[src/rtl/dispatch_scheduler_if.sv]
// Filter-FIFO pop/data bus plus the CGRA issue valid/ready bus of the dispatch scheduler.
// Latency: n/a (wires only).
// Backpressure: issue side is valid/ready; the FIFO side is pop-then-data-next-cycle.
interface dispatch_scheduler_if;
    // Thread-filter FIFO side
    logic        fifo_pop;
    logic        fifo_empty;
    logic        fifo_data_valid;
    logic [10:0] fifo_data_0;
    logic [10:0] fifo_data_1;
    logic [10:0] fifo_data_2;
    logic [10:0] fifo_data_3;

    // CGRA issue side
    logic        issue_valid;
    logic        issue_ready;
    logic [3:0]  issue_mask;
    logic [9:0]  issue_tid_0;
    logic [9:0]  issue_tid_1;
    logic [9:0]  issue_tid_2;
    logic [9:0]  issue_tid_3;

    // Scheduler view: pops the FIFOs, drives issue bundles
    modport master (
        output fifo_pop,
        input  fifo_empty,
        input  fifo_data_valid,
        input  fifo_data_0,
        input  fifo_data_1,
        input  fifo_data_2,
        input  fifo_data_3,
        output issue_valid,
        input  issue_ready,
        output issue_mask,
        output issue_tid_0,
        output issue_tid_1,
        output issue_tid_2,
        output issue_tid_3
    );

    // Environment view: FIFOs and the issue stage
    modport slave (
        input  fifo_pop,
        output fifo_empty,
        output fifo_data_valid,
        output fifo_data_0,
        output fifo_data_1,
        output fifo_data_2,
        output fifo_data_3,
        input  issue_valid,
        output issue_ready,
        input  issue_mask,
        input  issue_tid_0,
        input  issue_tid_1,
        input  issue_tid_2,
        input  issue_tid_3
    );
endinterface

[src/rtl/dispatch_scheduler.sv]
// Thread-block dispatch: pops 4-lane bundles from the filter FIFOs into one bundle register and issues them.
// Latency: pop to issue_valid 2 cycles; one bundle per 2 cycles at full rate.
// Backpressure: issue_* held while !issue_ready; pops gated by an in-flight credit limit.
// Optional stall counters: define DISPATCH_SCHED_PERF_EN.
module dispatch_scheduler #(
    parameter int MAX_INFLIGHT = 8,
    parameter int CNT_W        = 16
) (
    input  logic                clk,
    input  logic                rst_n,
    input  logic                start,
    input  logic [1:0]          unrolling_factor,
    input  logic                gen_done,
    input  logic                retire,
    dispatch_scheduler_if.master bus,
    output logic                busy,
    output logic                done,
    output logic [CNT_W-1:0]    dispatched_cnt,
    output logic                retire_err
`ifdef DISPATCH_SCHED_PERF_EN
    ,
    output logic [31:0]         stall_ready_cnt,
    output logic [31:0]         stall_credit_cnt
`endif
);

    typedef enum logic [1:0] {
        S_IDLE  = 2'd0,
        S_RUN   = 2'd1,
        S_DRAIN = 2'd2,
        S_DONE  = 2'd3
    } state_t;

    // Credit limit widened to the reservation sum width (inflight + pend + buf_valid)
    localparam logic [8:0] MAX_R = 9'(MAX_INFLIGHT);

    state_t      state;
    state_t      state_nxt;

    logic [3:0]  lane_en;
    logic        pend;
    logic        buf_valid;
    logic [3:0]  buf_mask;
    logic [9:0]  buf_tid [4];
    logic [7:0]  inflight;
    logic [7:0]  inflight_nxt;
    logic [8:0]  reserved;

    logic [10:0] lane_dat [4];
    logic [3:0]  in_mask;
    logic [9:0]  in_tid [4];

    logic        start_acc;
    logic        fire;
    logic        pop;
    logic        load;
    logic        retire_ok;
    logic        retire_bad;

    function automatic logic [CNT_W-1:0] popcnt4(input logic [3:0] m);
        popcnt4 = CNT_W'(m[0]) + CNT_W'(m[1]) + CNT_W'(m[2]) + CNT_W'(m[3]);
    endfunction

    assign lane_dat[0] = bus.fifo_data_0;
    assign lane_dat[1] = bus.fifo_data_1;
    assign lane_dat[2] = bus.fifo_data_2;
    assign lane_dat[3] = bus.fifo_data_3;

    assign start_acc  = (state == S_IDLE) && start;
    assign fire       = buf_valid && bus.issue_ready;
    assign reserved   = {1'b0, inflight} + {8'd0, pend} + {8'd0, buf_valid};
    // A pop is only allowed when its bundle is guaranteed a credit and a free buffer slot
    assign pop        = (state == S_RUN) && !bus.fifo_empty && !pend &&
                        (!buf_valid || fire) && (reserved < MAX_R);
    // Returned pop data with no enabled valid lane is dropped without consuming a credit
    assign load       = pend && bus.fifo_data_valid && (in_mask != 4'd0);
    assign retire_ok  = retire && (inflight != 8'd0);
    assign retire_bad = retire && (inflight == 8'd0);

    // Per-lane mask against the latched lane enable; disabled/invalid lanes carry tid 0
    always_comb begin
        in_mask = 4'd0;
        for (int i = 0; i < 4; i++) begin
            in_tid[i]  = 10'd0;
            in_mask[i] = lane_dat[i][10] & lane_en[i];
            if (in_mask[i]) begin
                in_tid[i] = lane_dat[i][9:0];
            end
        end
    end

    // In-flight count after this cycle's fire and retire
    always_comb begin
        inflight_nxt = inflight;
        if (fire && !retire_ok) begin
            inflight_nxt = inflight + 8'd1;
        end else if (!fire && retire_ok) begin
            inflight_nxt = inflight - 8'd1;
        end
    end

    // Next-state logic
    always_comb begin
        state_nxt = state;
        case (state)
            S_IDLE: begin
                if (start) begin
                    state_nxt = S_RUN;
                end
            end
            S_RUN: begin
                if (gen_done && bus.fifo_empty && !pend && !buf_valid && !pop) begin
                    state_nxt = S_DRAIN;
                end
            end
            S_DRAIN: begin
                if (inflight_nxt == 8'd0) begin
                    state_nxt = S_DONE;
                end
            end
            S_DONE: begin
                state_nxt = S_IDLE;
            end
            default: begin
                state_nxt = S_IDLE;
            end
        endcase
    end

    // State register
    always_ff @(posedge clk) begin
        if (!rst_n) begin
            state <= S_IDLE;
        end else begin
            state <= state_nxt;
        end
    end

    // Lane enable latched at block start; uf=3 falls back to a single lane
    always_ff @(posedge clk) begin
        if (!rst_n) begin
            lane_en <= 4'b0000;
        end else if (start_acc) begin
            case (unrolling_factor)
                2'd1:    lane_en <= 4'b0011;
                2'd2:    lane_en <= 4'b1111;
                default: lane_en <= 4'b0001;
            endcase
        end
    end

    // Outstanding-pop flag: at most one pop in flight, data returns the next cycle
    always_ff @(posedge clk) begin
        if (!rst_n) begin
            pend <= 1'b0;
        end else begin
            pend <= pop;
        end
    end

    // Bundle register; contents cleared on issue so idle outputs read as zero
    always_ff @(posedge clk) begin
        if (!rst_n) begin
            buf_valid <= 1'b0;
            buf_mask  <= 4'd0;
            for (int i = 0; i < 4; i++) begin
                buf_tid[i] <= 10'd0;
            end
        end else if (load) begin
            buf_valid <= 1'b1;
            buf_mask  <= in_mask;
            for (int i = 0; i < 4; i++) begin
                buf_tid[i] <= in_tid[i];
            end
        end else if (fire) begin
            buf_valid <= 1'b0;
            buf_mask  <= 4'd0;
            for (int i = 0; i < 4; i++) begin
                buf_tid[i] <= 10'd0;
            end
        end
    end

    // In-flight credit counter
    always_ff @(posedge clk) begin
        if (!rst_n) begin
            inflight <= 8'd0;
        end else begin
            inflight <= inflight_nxt;
        end
    end

    // Dispatched-thread counter, restarted per block, wraps naturally
    always_ff @(posedge clk) begin
        if (!rst_n) begin
            dispatched_cnt <= '0;
        end else if (start_acc) begin
            dispatched_cnt <= '0;
        end else if (fire) begin
            dispatched_cnt <= dispatched_cnt + popcnt4(buf_mask);
        end
    end

    // Sticky retire-underflow flag; a bad retire in the start cycle still sets it
    always_ff @(posedge clk) begin
        if (!rst_n) begin
            retire_err <= 1'b0;
        end else if (retire_bad) begin
            retire_err <= 1'b1;
        end else if (start_acc) begin
            retire_err <= 1'b0;
        end
    end

`ifdef DISPATCH_SCHED_PERF_EN
    // Saturating stall counters: blocked by the issue stage, and blocked by credits
    always_ff @(posedge clk) begin
        if (!rst_n) begin
            stall_ready_cnt  <= 32'd0;
            stall_credit_cnt <= 32'd0;
        end else if (start_acc) begin
            stall_ready_cnt  <= 32'd0;
            stall_credit_cnt <= 32'd0;
        end else begin
            if (buf_valid && !bus.issue_ready && (stall_ready_cnt != 32'hFFFF_FFFF)) begin
                stall_ready_cnt <= stall_ready_cnt + 32'd1;
            end
            if ((state == S_RUN) && !bus.fifo_empty && !pend && (reserved >= MAX_R) &&
                (stall_credit_cnt != 32'hFFFF_FFFF)) begin
                stall_credit_cnt <= stall_credit_cnt + 32'd1;
            end
        end
    end
`endif

    assign bus.fifo_pop    = pop;
    assign bus.issue_valid = buf_valid;
    assign bus.issue_mask  = buf_mask;
    assign bus.issue_tid_0 = buf_tid[0];
    assign bus.issue_tid_1 = buf_tid[1];
    assign bus.issue_tid_2 = buf_tid[2];
    assign bus.issue_tid_3 = buf_tid[3];
    assign busy            = (state != S_IDLE);
    assign done            = (state == S_DONE);

endmodule

[src/flat_wrapper.sv]
// flat-port wrapper written by rule: the top's interface ports become plain ports
module dispatch_scheduler_flat 
#(
    parameter int MAX_INFLIGHT = 8,
    parameter int CNT_W        = 16
)
  (clk, rst_n, start, unrolling_factor, gen_done, retire, busy, done, dispatched_cnt, retire_err, bus_fifo_pop, bus_fifo_empty, bus_fifo_data_valid, bus_fifo_data_0, bus_fifo_data_1, bus_fifo_data_2, bus_fifo_data_3, bus_issue_valid, bus_issue_ready, bus_issue_mask, bus_issue_tid_0, bus_issue_tid_1, bus_issue_tid_2, bus_issue_tid_3);
  dispatch_scheduler_if bus_i ();
  input  logic clk;
  input  logic rst_n;
  input  logic start;
  input  logic [1:0] unrolling_factor;
  input  logic gen_done;
  input  logic retire;
  output logic busy;
  output logic done;
  output logic [CNT_W-1:0] dispatched_cnt;
  output logic retire_err;
  output wire logic [$bits(bus_i.fifo_pop)-1:0] bus_fifo_pop;
  input wire logic [$bits(bus_i.fifo_empty)-1:0] bus_fifo_empty;
  input wire logic [$bits(bus_i.fifo_data_valid)-1:0] bus_fifo_data_valid;
  input wire logic [$bits(bus_i.fifo_data_0)-1:0] bus_fifo_data_0;
  input wire logic [$bits(bus_i.fifo_data_1)-1:0] bus_fifo_data_1;
  input wire logic [$bits(bus_i.fifo_data_2)-1:0] bus_fifo_data_2;
  input wire logic [$bits(bus_i.fifo_data_3)-1:0] bus_fifo_data_3;
  output wire logic [$bits(bus_i.issue_valid)-1:0] bus_issue_valid;
  input wire logic [$bits(bus_i.issue_ready)-1:0] bus_issue_ready;
  output wire logic [$bits(bus_i.issue_mask)-1:0] bus_issue_mask;
  output wire logic [$bits(bus_i.issue_tid_0)-1:0] bus_issue_tid_0;
  output wire logic [$bits(bus_i.issue_tid_1)-1:0] bus_issue_tid_1;
  output wire logic [$bits(bus_i.issue_tid_2)-1:0] bus_issue_tid_2;
  output wire logic [$bits(bus_i.issue_tid_3)-1:0] bus_issue_tid_3;
  assign bus_fifo_pop = bus_i.fifo_pop;
  assign bus_i.fifo_empty = bus_fifo_empty;
  assign bus_i.fifo_data_valid = bus_fifo_data_valid;
  assign bus_i.fifo_data_0 = bus_fifo_data_0;
  assign bus_i.fifo_data_1 = bus_fifo_data_1;
  assign bus_i.fifo_data_2 = bus_fifo_data_2;
  assign bus_i.fifo_data_3 = bus_fifo_data_3;
  assign bus_issue_valid = bus_i.issue_valid;
  assign bus_i.issue_ready = bus_issue_ready;
  assign bus_issue_mask = bus_i.issue_mask;
  assign bus_issue_tid_0 = bus_i.issue_tid_0;
  assign bus_issue_tid_1 = bus_i.issue_tid_1;
  assign bus_issue_tid_2 = bus_i.issue_tid_2;
  assign bus_issue_tid_3 = bus_i.issue_tid_3;
  dispatch_scheduler #(.MAX_INFLIGHT(MAX_INFLIGHT), .CNT_W(CNT_W)) u_core (.clk(clk), .rst_n(rst_n), .start(start), .unrolling_factor(unrolling_factor), .gen_done(gen_done), .retire(retire), .bus(bus_i), .busy(busy), .done(done), .dispatched_cnt(dispatched_cnt), .retire_err(retire_err));
endmodule
[config.mk]
export PLATFORM = sky130hd
export DESIGN_NAME = dispatch_scheduler_flat
export DESIGN_NICKNAME = d
export VERILOG_FILES = /design/src/rtl/dispatch_scheduler_if.sv /design/src/rtl/dispatch_scheduler.sv /design/src/flat_wrapper.sv
export SDC_FILE = /design/constraint.sdc
export NUM_CORES = 1
export LEC_CHECK = 0
export CAP_MARGIN = 25
export CORE_ASPECT_RATIO = 1.75
export CORE_MARGIN = 2
export CORE_UTILIZATION = 40
export CTS_BUF_LIST = sky130_fd_sc_hd__clkbuf_2 sky130_fd_sc_hd__clkbuf_4 sky130_fd_sc_hd__clkbuf_8
export DETAILED_ROUTE_END_ITERATION = 10
export GPL_TIMING_DRIVEN = 0
export PLACE_DENSITY_LB_ADDON = 0.15
export SYNTH_ARGS = -nofsm -noshare
export SYNTH_HDL_FRONTEND = slang
export SYNTH_SLANG_ARGS = --single-unit
[constraint.sdc]
create_clock -name clk -period 2.5 [get_ports clk]
set_clock_uncertainty 0.05 [all_clocks]
set_input_delay 0.25 -clock clk [delete_from_list [all_inputs] [get_ports clk]]
set_output_delay 0.25 -clock clk [all_outputs]
set_load 0.03 [all_outputs]
# Word-level counts from Yosys, hierarchy flattened
# Memory sizes are Yosys's and may differ from the RTL's.
# Index checks and enable logic that the tools add are counted.
# classes
shifts	0
n_bitwise	13
reduce_logical	33
n_lt_le_gt_ge	1
n_eq_ne	8
mul	0
n_div	0
n_addsub	8
muxes	33
# ops
operator	count
$mux 10	12
$add 16x1->16	2
$add 16x16->16	1
$logic_and 1x1->1	16
$logic_not 8->1	2
$mux 8	2
$mux 1	12
$add 8x1->9	1
$add 9x1->9	1
$lt 9x4->1 const B	1
$add 8x1->8 const B	1
$mux 4	2
$or 1x1->1	8
$pmux 2 s4	1
$pmux 4 s2	1
$reduce_bool 8->1	1
$sub 8x1->8 const B	1
$eq 2x2->1 const B	3
$logic_not 1->1	6
$mux 2	3
$reduce_bool 2->1	3
$and 1x1->1	4
$eq 2x1->1 const B	2
$ne 2x2->1 const B	2
8 further kinds	8
# word_totals
rom_bits	0
latchBits	0
inputBits	54
n_memories	1
reg_bits	37
word_cells	105
ram_bits	40
# memory_table
name	depth	word_bits	rd	rd_clocked_by_memory_dff	wr	line	source
u_core.buf_tid	4	10	4	0	4	dispatch_scheduler.sv:44	logic [9:0] buf_tid [4];

# Longest topological paths before layout
# Gate-level depths: netlist of the first run.
# depth
word_depth	9
depth_mapped	13

# Worst setup path before layout of the first run
# Ideal clock, no wire load.
# synth_path
kind	register to register
from	register u_core.buf_mask[1], in the netlist u_core.bus.issue_mask[1]
to	register u_core.dispatched_cnt[12]
required_ps	2322
path_slack_ps	-404
synth_period_minus_slack_ps	2904
setup_ps	128
n_path_buf	0
arrival_ps	2726
path_stages_with_launch	14
cell_sequence	dfxtp_1 > ha_1 > inv_1 > fa_1 > inv_1 > ha_1 > inv_1 > fa_1 > nor2b_1 > o211a_1 > and4_1 > nand3_1 > xor2_1 > nor2_1
# synth_via
elab_chain_cells	4
# synth_rtl
item	line	source
from (decl)	dispatch_scheduler.sv:43	logic [3:0] buf_mask;
from (signal assigned)	dispatch_scheduler.sv:171	buf_mask <= in_mask;
$add 1x1->2	dispatch_scheduler.sv:61	popcnt4 = CNT_W'(m[0]) + CNT_W'(m[1]) + CNT_W'(m[2]) + CNT_W'(m[3]);
$add 16x1->16 (2 in a row)	dispatch_scheduler.sv:61	
$add 16x16->16	dispatch_scheduler.sv:200	dispatched_cnt <= dispatched_cnt + popcnt4(buf_mask);
to (signal assigned)	dispatch_scheduler.sv:200	
to (decl)	dispatch_scheduler.sv:18	output logic [CNT_W-1:0] dispatched_cnt,
# No other way between the ends.
# A chain may end at the register's enable or synchronous reset.

# Final worst setup path of the first run
# layout_path
from	register u_core.inflight[0]
to	register u_core.state[1]
# layout_via
elab_chain_cells	8
elab_cells_between_ends	19
cone_classes	4 x add/sub; 1 x order compare; 2 x eq/ne; 2 x mux; 10 x reduce/logical
# layout_rtl
item	line	source
from (decl)	dispatch_scheduler.sv:45	logic [7:0] inflight;
from (signal assigned)	dispatch_scheduler.sv:189	inflight <= inflight_nxt;
$add 8x1->9 or $reduce_bool 8->1 (tied branches)	dispatch_scheduler.sv:71, dispatch_scheduler.sv:77	
$add 9x1->9 or $logic_and 1x1->1 (tied branches)	dispatch_scheduler.sv:71, dispatch_scheduler.sv:77	
$lt 9x4->1 (tied with other cells)	dispatch_scheduler.sv:74	(!buf_valid || fire) && (reserved < MAX_R);
$logic_and 1x1->1 (tied with other cells)	dispatch_scheduler.sv:74	
$logic_not 1->1 or $mux 8 (tied branches)	dispatch_scheduler.sv:112, dispatch_scheduler.sv:95	
$logic_and 1x1->1 or $logic_not 8->1 (tied branches)	dispatch_scheduler.sv:112, dispatch_scheduler.sv:117	
$ne 2x2->1 (no source line) or $ne 2x1->1 (tied branches)	--	
$reduce_and 3->1 (no source line) *	--	
to (signal assigned)	dispatch_scheduler.sv:135	state <= state_nxt;
to (decl)	dispatch_scheduler.sv:37	state_t state;
# Every way passes the cells marked *; elsewhere a longest branch is shown, timed or not.

==> impl_metrics.ini, run 1 <==
[timing]
rsz0062_at_grt = yes
worstMarginPinSlew_ps = 556.0
worst_slack_ps = -293.8
setup_viol = 7
slew_viol_final = 0
fmax_mhz = 357.9
relSlewSlack = 0.6246
hold_viol = 0
fin_setup_tns_ps = -1022
period_minus_slack_ps = 2794
fin_crit_sh = 1.118

[clock_network]
clk_pin_slew_ps = 80
cts_tree = yes
clockRootBuffer = clkbuf_8
insertion_delay_ps = 340
cts_buffer_depth = 2
htreeDepth = 3
numCtsBuffers = 9
cts_sinks = 76

[grt]
grt_max_degree = 14
overflow = 0
antenna_found_initial = 0
grt_use_total = 0.1957
grt_pass1_vias = 3124
grt_pass1_wl_um = 14670

[route]
drc = 0
firstDrtPassIters = 4
via_per_inst = 5.188
wl_um = 9362
num_vias = 3237
wl_per_cell_um = 15.00
ant_nets = 0
drt_iter0_markers = 160

[logic_synthesis]
synth_largest_area_cell = dfxtp_1
yosysMostFrequentCell = dfxtp_1
synth.avg_cell_area_um2 = 9.680
async_reset_ff_frac = 0
synth-main-ff-cell = dfxtp_1
synth.area.top_cells = dfxtp_1, edfxtp_1, ha_1, and2_1, nor2_1
synthTopCellsByCount = dfxtp_1, nor2_1, and2_1, a22oi_1, edfxtp_1
syn_inst = 364
synth_top_area_frac = 0.3182
syn_nets = 435
synth-seq-cells = 76
synth_area_um2 = 3523
yosysWarnings = 0
yosysUniqueCellTypes = 46
synth-edff-count = 20
yosysSeqAreaShare = 0.4886

[die]
ios = 119
die_w_um = 74.95
core_area_um2 = 8615
die_height_um = 128.2
placementRows = 45
initial_core_util = 0.4090
die_area_um2 = 9605

[setup_path]
path_max_fanout = 6
endpoint = u_core.state[1]
cp_num_cells = 9
critical-path-slowest-cell = or3b_4
worstRegToRegCells = 9
critPathLaunch = u_core.inflight[0]
cp-end-kind = flop
max_stage_delay_ps = 420
worstPathArrival_ps = 2980
rr_startpoint = u_core.inflight[0]
r2r_slack_ps = -290
path_class = reg -> reg
critical_path_buf_inv_count = 2
r2r_end = u_core.state[1]
crit_required_ps = 2680
worstPathCellList = inv_4, ha_1, or3b_4, o211a_4, or3_4, a222oi_1, buf_4, nand3_2, a211o_1
crit_family = compound AO/OA/AOI/OAI gates
start_kind = flop

[power_and_ir_drop]
ir_worst_vdd_mv = 0.4938
power_density_nw_per_um2 = 735.1
total_power_uw = 3868
p_leak_uw = 0.002059

[run_status]
status = finished with violations
violations = setup timing

[placed_design]
portBuffers = 118
finalWeightedCongestion = 0.9582
dp.cells = 599
dpl.hpwl_um = 7002
dp_slack_ps = -459.6

[finish]
fillers = 768
final_util = 0.6107
fin_cells = 624
final_nets = 573
n_antenna_cell = 0
syn_to_final_growth_pct = 49.33
multiInputGateArea_um2 = 1760
register_area_um2 = 1737
layout-drive-gt1-share = 0.1124

[hold_path]
hp-class = reg -> reg

[job]
maxCapViolCount = 0
-- how the worst min path moves through the flow --
stage | from | endpoint | slack (ps) | cells after the start
5_1_grt | u_core.bus.issue_mask[0] | u_core.bus.issue_mask[0] | 460 | 1
3_3_place_gp | u_core.bus.issue_mask[3] | u_core.bus.issue_mask[3] | 420 | 1
2_1_floorplan | bus_fifo_data_0[0] | u_core.buf_tid[0][0] | 350 | 2
3_5_place_dp | u_core.bus.issue_mask[0] | u_core.bus.issue_mask[0] | 430 | 1
6_report | u_core.bus.issue_mask[0] | u_core.bus.issue_mask[0] | 440 | 1
4_1_cts | u_core.bus.issue_mask[0] | u_core.bus.issue_mask[0] | 440 | 1
-- layout by cell type, fill, tap and decap left out, types with 4 or more instances in the layout --
| cell type | n |
|---|---|
| clkdlybuf4s50_1 | 117 |
| dfxtp_1 | 52 |
| nor2_1 | 44 |
| and2_1 | 29 |
| a22oi_1 | 21 |
| edfxtp_1 | 20 |
| nand2_1 | 18 |
| clkbuf_1 | 15 |
| inv_1 | 13 |
| ha_1 | 13 |
| and3_1 | 12 |
| nand3_1 | 10 |
| clkbuf_8 | 10 |
| buf_4 | 10 |
| o21ai_0 | 8 |
| nor3_1 | 7 |
| xor2_1 | 7 |
| nor2b_1 | 6 |
| a31oi_1 | 5 |
| a21o_1 | 5 |
| and4_1 | 5 |
| xnor2_1 | 5 |
| nor4_1 | 4 |
| dfxtp_4 | 4 |
-- power breakdown --
| group | switching [uW] | internal (uW) |
|---|---|---|
| combinational | 719 | 622 |
| clock | 450 | 590 |
| sequential | 120 | 1370 |
-- kinds of logic after synthesis --
group | count (synthesis) | synth area share
and+or+nand+nor | 157 | 0.2376
adders and majority gates | 17 | 0.06463
DFF | 76 | 0.4886
xor gates and xnor gates | 13 | 0.03232
AOI/OAI and AO/OA | 66 | 0.1374
buffers and inverters | 35 | 0.03942
-- metrics by stage --
stage | area, um2 | hold slack, ps
2_1_floorplan | 3551 | 348.3
3_3_place_gp | 4878 | 417.4
3_5_place_dp | 4878 | 425.9
4_1_cts | 5171 | 443.4
5_1_grt | 5261 | 456.7
6_report | 5261 | 440.1
-- registers in the layout (all words and copies together) (netlist names) --
signal,cells
u_core.lane_en,3
u_core.buf_tid,40
u_core.dispatched_cnt,16
u_core.inflight,8
u_core.bus.issue_mask,4
u_core.pend,1
u_core.bus.issue_valid,1
u_core.state,2
u_core.retire_err,1
-- what timing repair did --
item	4_1_cts	5_1_grt
hold buffers	0	0
pin swaps	4	8
gates resized for setup	14	15
endpoints found under the setup margin	12	10
buffers inserted	4	6
-- worst register-to-register path: stages, from the launching register on --
cell and delay [ps]:
dfxtp_4 370, inv_4 70, ha_1 150, or3b_4 420, o211a_4 290, or3_4 370, a222oi_1 400, buf_4 210
nand3_2 80, a211o_1 270
-- metal layers --
layer	track usage	up-vias	wire length, um	share of wire
met2	0.3488	122	4930	0.53
met3	0.03931	19	638	0.068
met1	0.2140	1518	3525	0.38
li1	-	1578	-	-
met4	0.08929	0	267	0.029
met5	0	-	0	0
-- cell type report --
type                       instances  share of cell area
tap                              117             0.02782
clock buffer                      10             0.02616
buffer                            16             0.01284
sequential                        76              0.3301
multi-input combinational        253              0.3346
clock inverter                     6             0.01641
timing repair buffer             128              0.2378
inverter                          18             0.01427
(Power assumes the default switching activity.)
==> run 2, diff against run 1 <==
Settings changed: ABC_AREA set to 1.
==> run 2 against run 1 <==
  * The flow still finishes with violations (setup timing)
  * Worst setup slack lost 57 ps
  * Sequential power barely moved
  * Area after synthesis up 7.7%
  * Fmax decreased by 2.0%
  * Critical path type unchanged
  * Critical endpoint is now u_core.dispatched_cnt[12]
==> impl_metrics.ini, run 2 <==
[run_status]
status = finished with violations
violations = setup timing

[finish]
layout-drive-gt1-share = 0.1165
final_nets = 710
final_util = 0.5923
n_antenna_cell = 0
syn_to_final_growth_pct = 45.93
final_cell_mix = clkdlybuf4s50_1, nand2_1, inv_1, dfxtp_1, nor2_1
reg.largest.list = u_core.buf_tid: 40 flops, u_core.dispatched_cnt: 16 flops, u_core.inflight: 8 flops
largest-register = u_core.buf_tid
final_common_cell = clkdlybuf4s50_1
largest_reg_flops = 40

[logic_synthesis]
yosysMostFrequentCell = nand2_1
syn_nets = 567
synth-seq-cells = 76
synth_area_um2 = 3795
synth-edff-count = 20
syn_inst = 496
synth-main-ff-cell = dfxtp_1
synth.area.top_cells = dfxtp_1, edfxtp_1, nand2_1, inv_1, ha_1
yosysSeqAreaShare = 0.4537
yosysWarnings = 0
async_reset_ff_frac = 0
synthTopCellsByCount = nand2_1, inv_1, dfxtp_1, nor2_1, a21oi_1
synth_top_area_frac = 0.2954
synth_largest_area_cell = dfxtp_1
synth.avg_cell_area_um2 = 7.651
yosysUniqueCellTypes = 36

[job]
maxCapViolCount = 0

[clock_network]
cts_sinks = 76
clockRootBuffer = clkbuf_8
numCtsBuffers = 9
cts_tree = yes
htreeDepth = 3
hold_buffers = 0
insertion_delay_ps = 350
cts_buffer_depth = 2
clk_pin_slew_ps = 90

[die]
placementRows = 47
die_height_um = 132.9
ios = 119
die_area_um2 = 10310
core_area_um2 = 9350
die_w_um = 77.63
initial_core_util = 0.4059

[hold_path]
hp-class = in -> reg
hold_start = bus_fifo_data_0[4]
hold_depth = 3
min_to = u_core.buf_tid[0][4]

[setup_path]
path_class = reg -> reg
worstRegToRegCells = 14
start_kind = flop
max_stage_delay_ps = 440
worstPathArrival_ps = 3050
crit_top_cell = inv_2
cp-end-kind = flop
critical-path-slowest-cell = fa_1
r2r_slack_ps = -350
rr_startpoint = u_core.bus.issue_mask[1]
path_max_fanout = 2
crit_required_ps = 2700
worstPathCellList = ha_4, inv_2, fa_1, inv_2, ha_4, inv_2, fa_2, o21ai_2, nand3_2, nor2_1, nand2_1, or4_4, o21ai_2, a21oi_1
r2r_end = u_core.dispatched_cnt[12]

[power_and_ir_drop]
p_sw_uw = 1524
p_clk_frac = 0.249
intPower_uw = 2587
total_power_uw = 4111
power_frac_comb = 0.393
ir_worst_vdd_mv = 0.4843
p_leak_uw = 0.002465
swShare = 0.3706
p_seq_frac = 0.358
power_density_nw_per_um2 = 742.3

[grt]
grt_use_total = 0.1895
grt_max_degree = 14
grt_pass1_wl_um = 15610
antenna_found_initial = 0
overflow = 0
grt_pass1_vias = 3382

[placed_design]
finalWeightedCongestion = 0.9314
portBuffers = 118
dpl.hpwl_um = 7341
dp_slack_ps = -497.5

[timing]
period_minus_slack_ps = 2851
fin_setup_tns_ps = -1726
hold_ws_ps = 406.8
relSlewSlack = 0.6538
fmax_mhz = 350.7
slew_viol_final = 0
rsz0062_at_grt = yes
setup_viol = 9
worst_slack_ps = -351.2
fin_crit_sh = 1.140
worstMarginPinSlew_ps = 519.3
hold_viol = 0

[route]
drt_iter0_markers = 146
drc = 0
wl_per_cell_um = 12.49
firstDrtPassIters = 4
wl_um = 9570
via_per_inst = 4.674
num_vias = 3580
ant_nets = 0
[run 2: power groups by stage]
| stage | registers [uW] | logic, uW | clock network, uW |
|---|---|---|---|
| CTS | 1470 | 1620 | 1060 |
| floorplan | 1520 | 1160 | 0 |
| finish | 1470 | 1620 | 1020 |
| detailed placement | 1500 | 1610 | 0 |
| global placement | 1490 | 1580 | 0 |
| global route | 1490 | 1800 | 1100 |
[run 2: metal layers]
metal  global-route usage  vias up  part of all wire  wire (um)
met1               0.1935     1607              0.38       3609
met5                    0        -                 0          0
met2               0.3525      106              0.55       5300
li1                     -     1849                 -          -
met4              0.09028        0             0.025        236
met3              0.04502       18             0.044        423
[run 2: critical path, delay by kind of cell, from the launching register on]
kind,cells,cell delay [ps]
buffers and inverters,3,140
flip-flops,1,360
adder cells (fa/ha/maj),4,1170
AND/OR/NAND/NOR,4,730
AO/OA/AOI/OAI,3,310
[run 2: how the worst max path moves through the flow]
stage	startpoint	end	slack, ps	cells after the start
floorplan	u_core.bus.issue_mask[1]	u_core.dispatched_cnt[12]	-380	14
global placement	u_core.bus.issue_mask[0]	u_core.dispatched_cnt[12]	-460	14
detailed placement	u_core.bus.issue_mask[1]	u_core.dispatched_cnt[12]	-500	14
CTS	u_core.bus.issue_mask[1]	u_core.dispatched_cnt[12]	-380	14
global route	u_core.bus.issue_mask[1]	u_core.dispatched_cnt[14]	-530	16
finish	u_core.bus.issue_mask[1]	u_core.dispatched_cnt[12]	-350	14
[run 2: cells by family after synthesis]
group           count (synthesis)  synth area share
flops                          76            0.4537
fa+ha+maj                      17           0.06001
simple gates                  218            0.2545
compound gates                 67           0.09562
buf+inv                       109            0.1154
xor+xnor                        9           0.02077
[run 2: area by class of cell]
cell class	count	area [um2]
Clock inverter	5	78.83
Sequential cell	76	1729
Timing Repair Buffer	132	1294
Inverter	95	356.6
Multi-Input combinational cell	311	1707
Fill cell	845	3812
Tap cell	122	152.6
Buffer	14	81.33
Clock buffer	11	138.9
[run 2: timing repair]
action / 4_1_cts / 5_1_grt
buffers inserted: 12 / 3
resized for setup: 4 / 13
pin swaps: 10 / 12
setup endpoints to repair: 8 / 10
[run 2: through the flow]
step	area (um2)	std cells
after floorplan	3824	496
after global placement	5157	736
after detailed placement	5157	736
after CTS	5485	764
after global routing	5538	766
final	5538	766
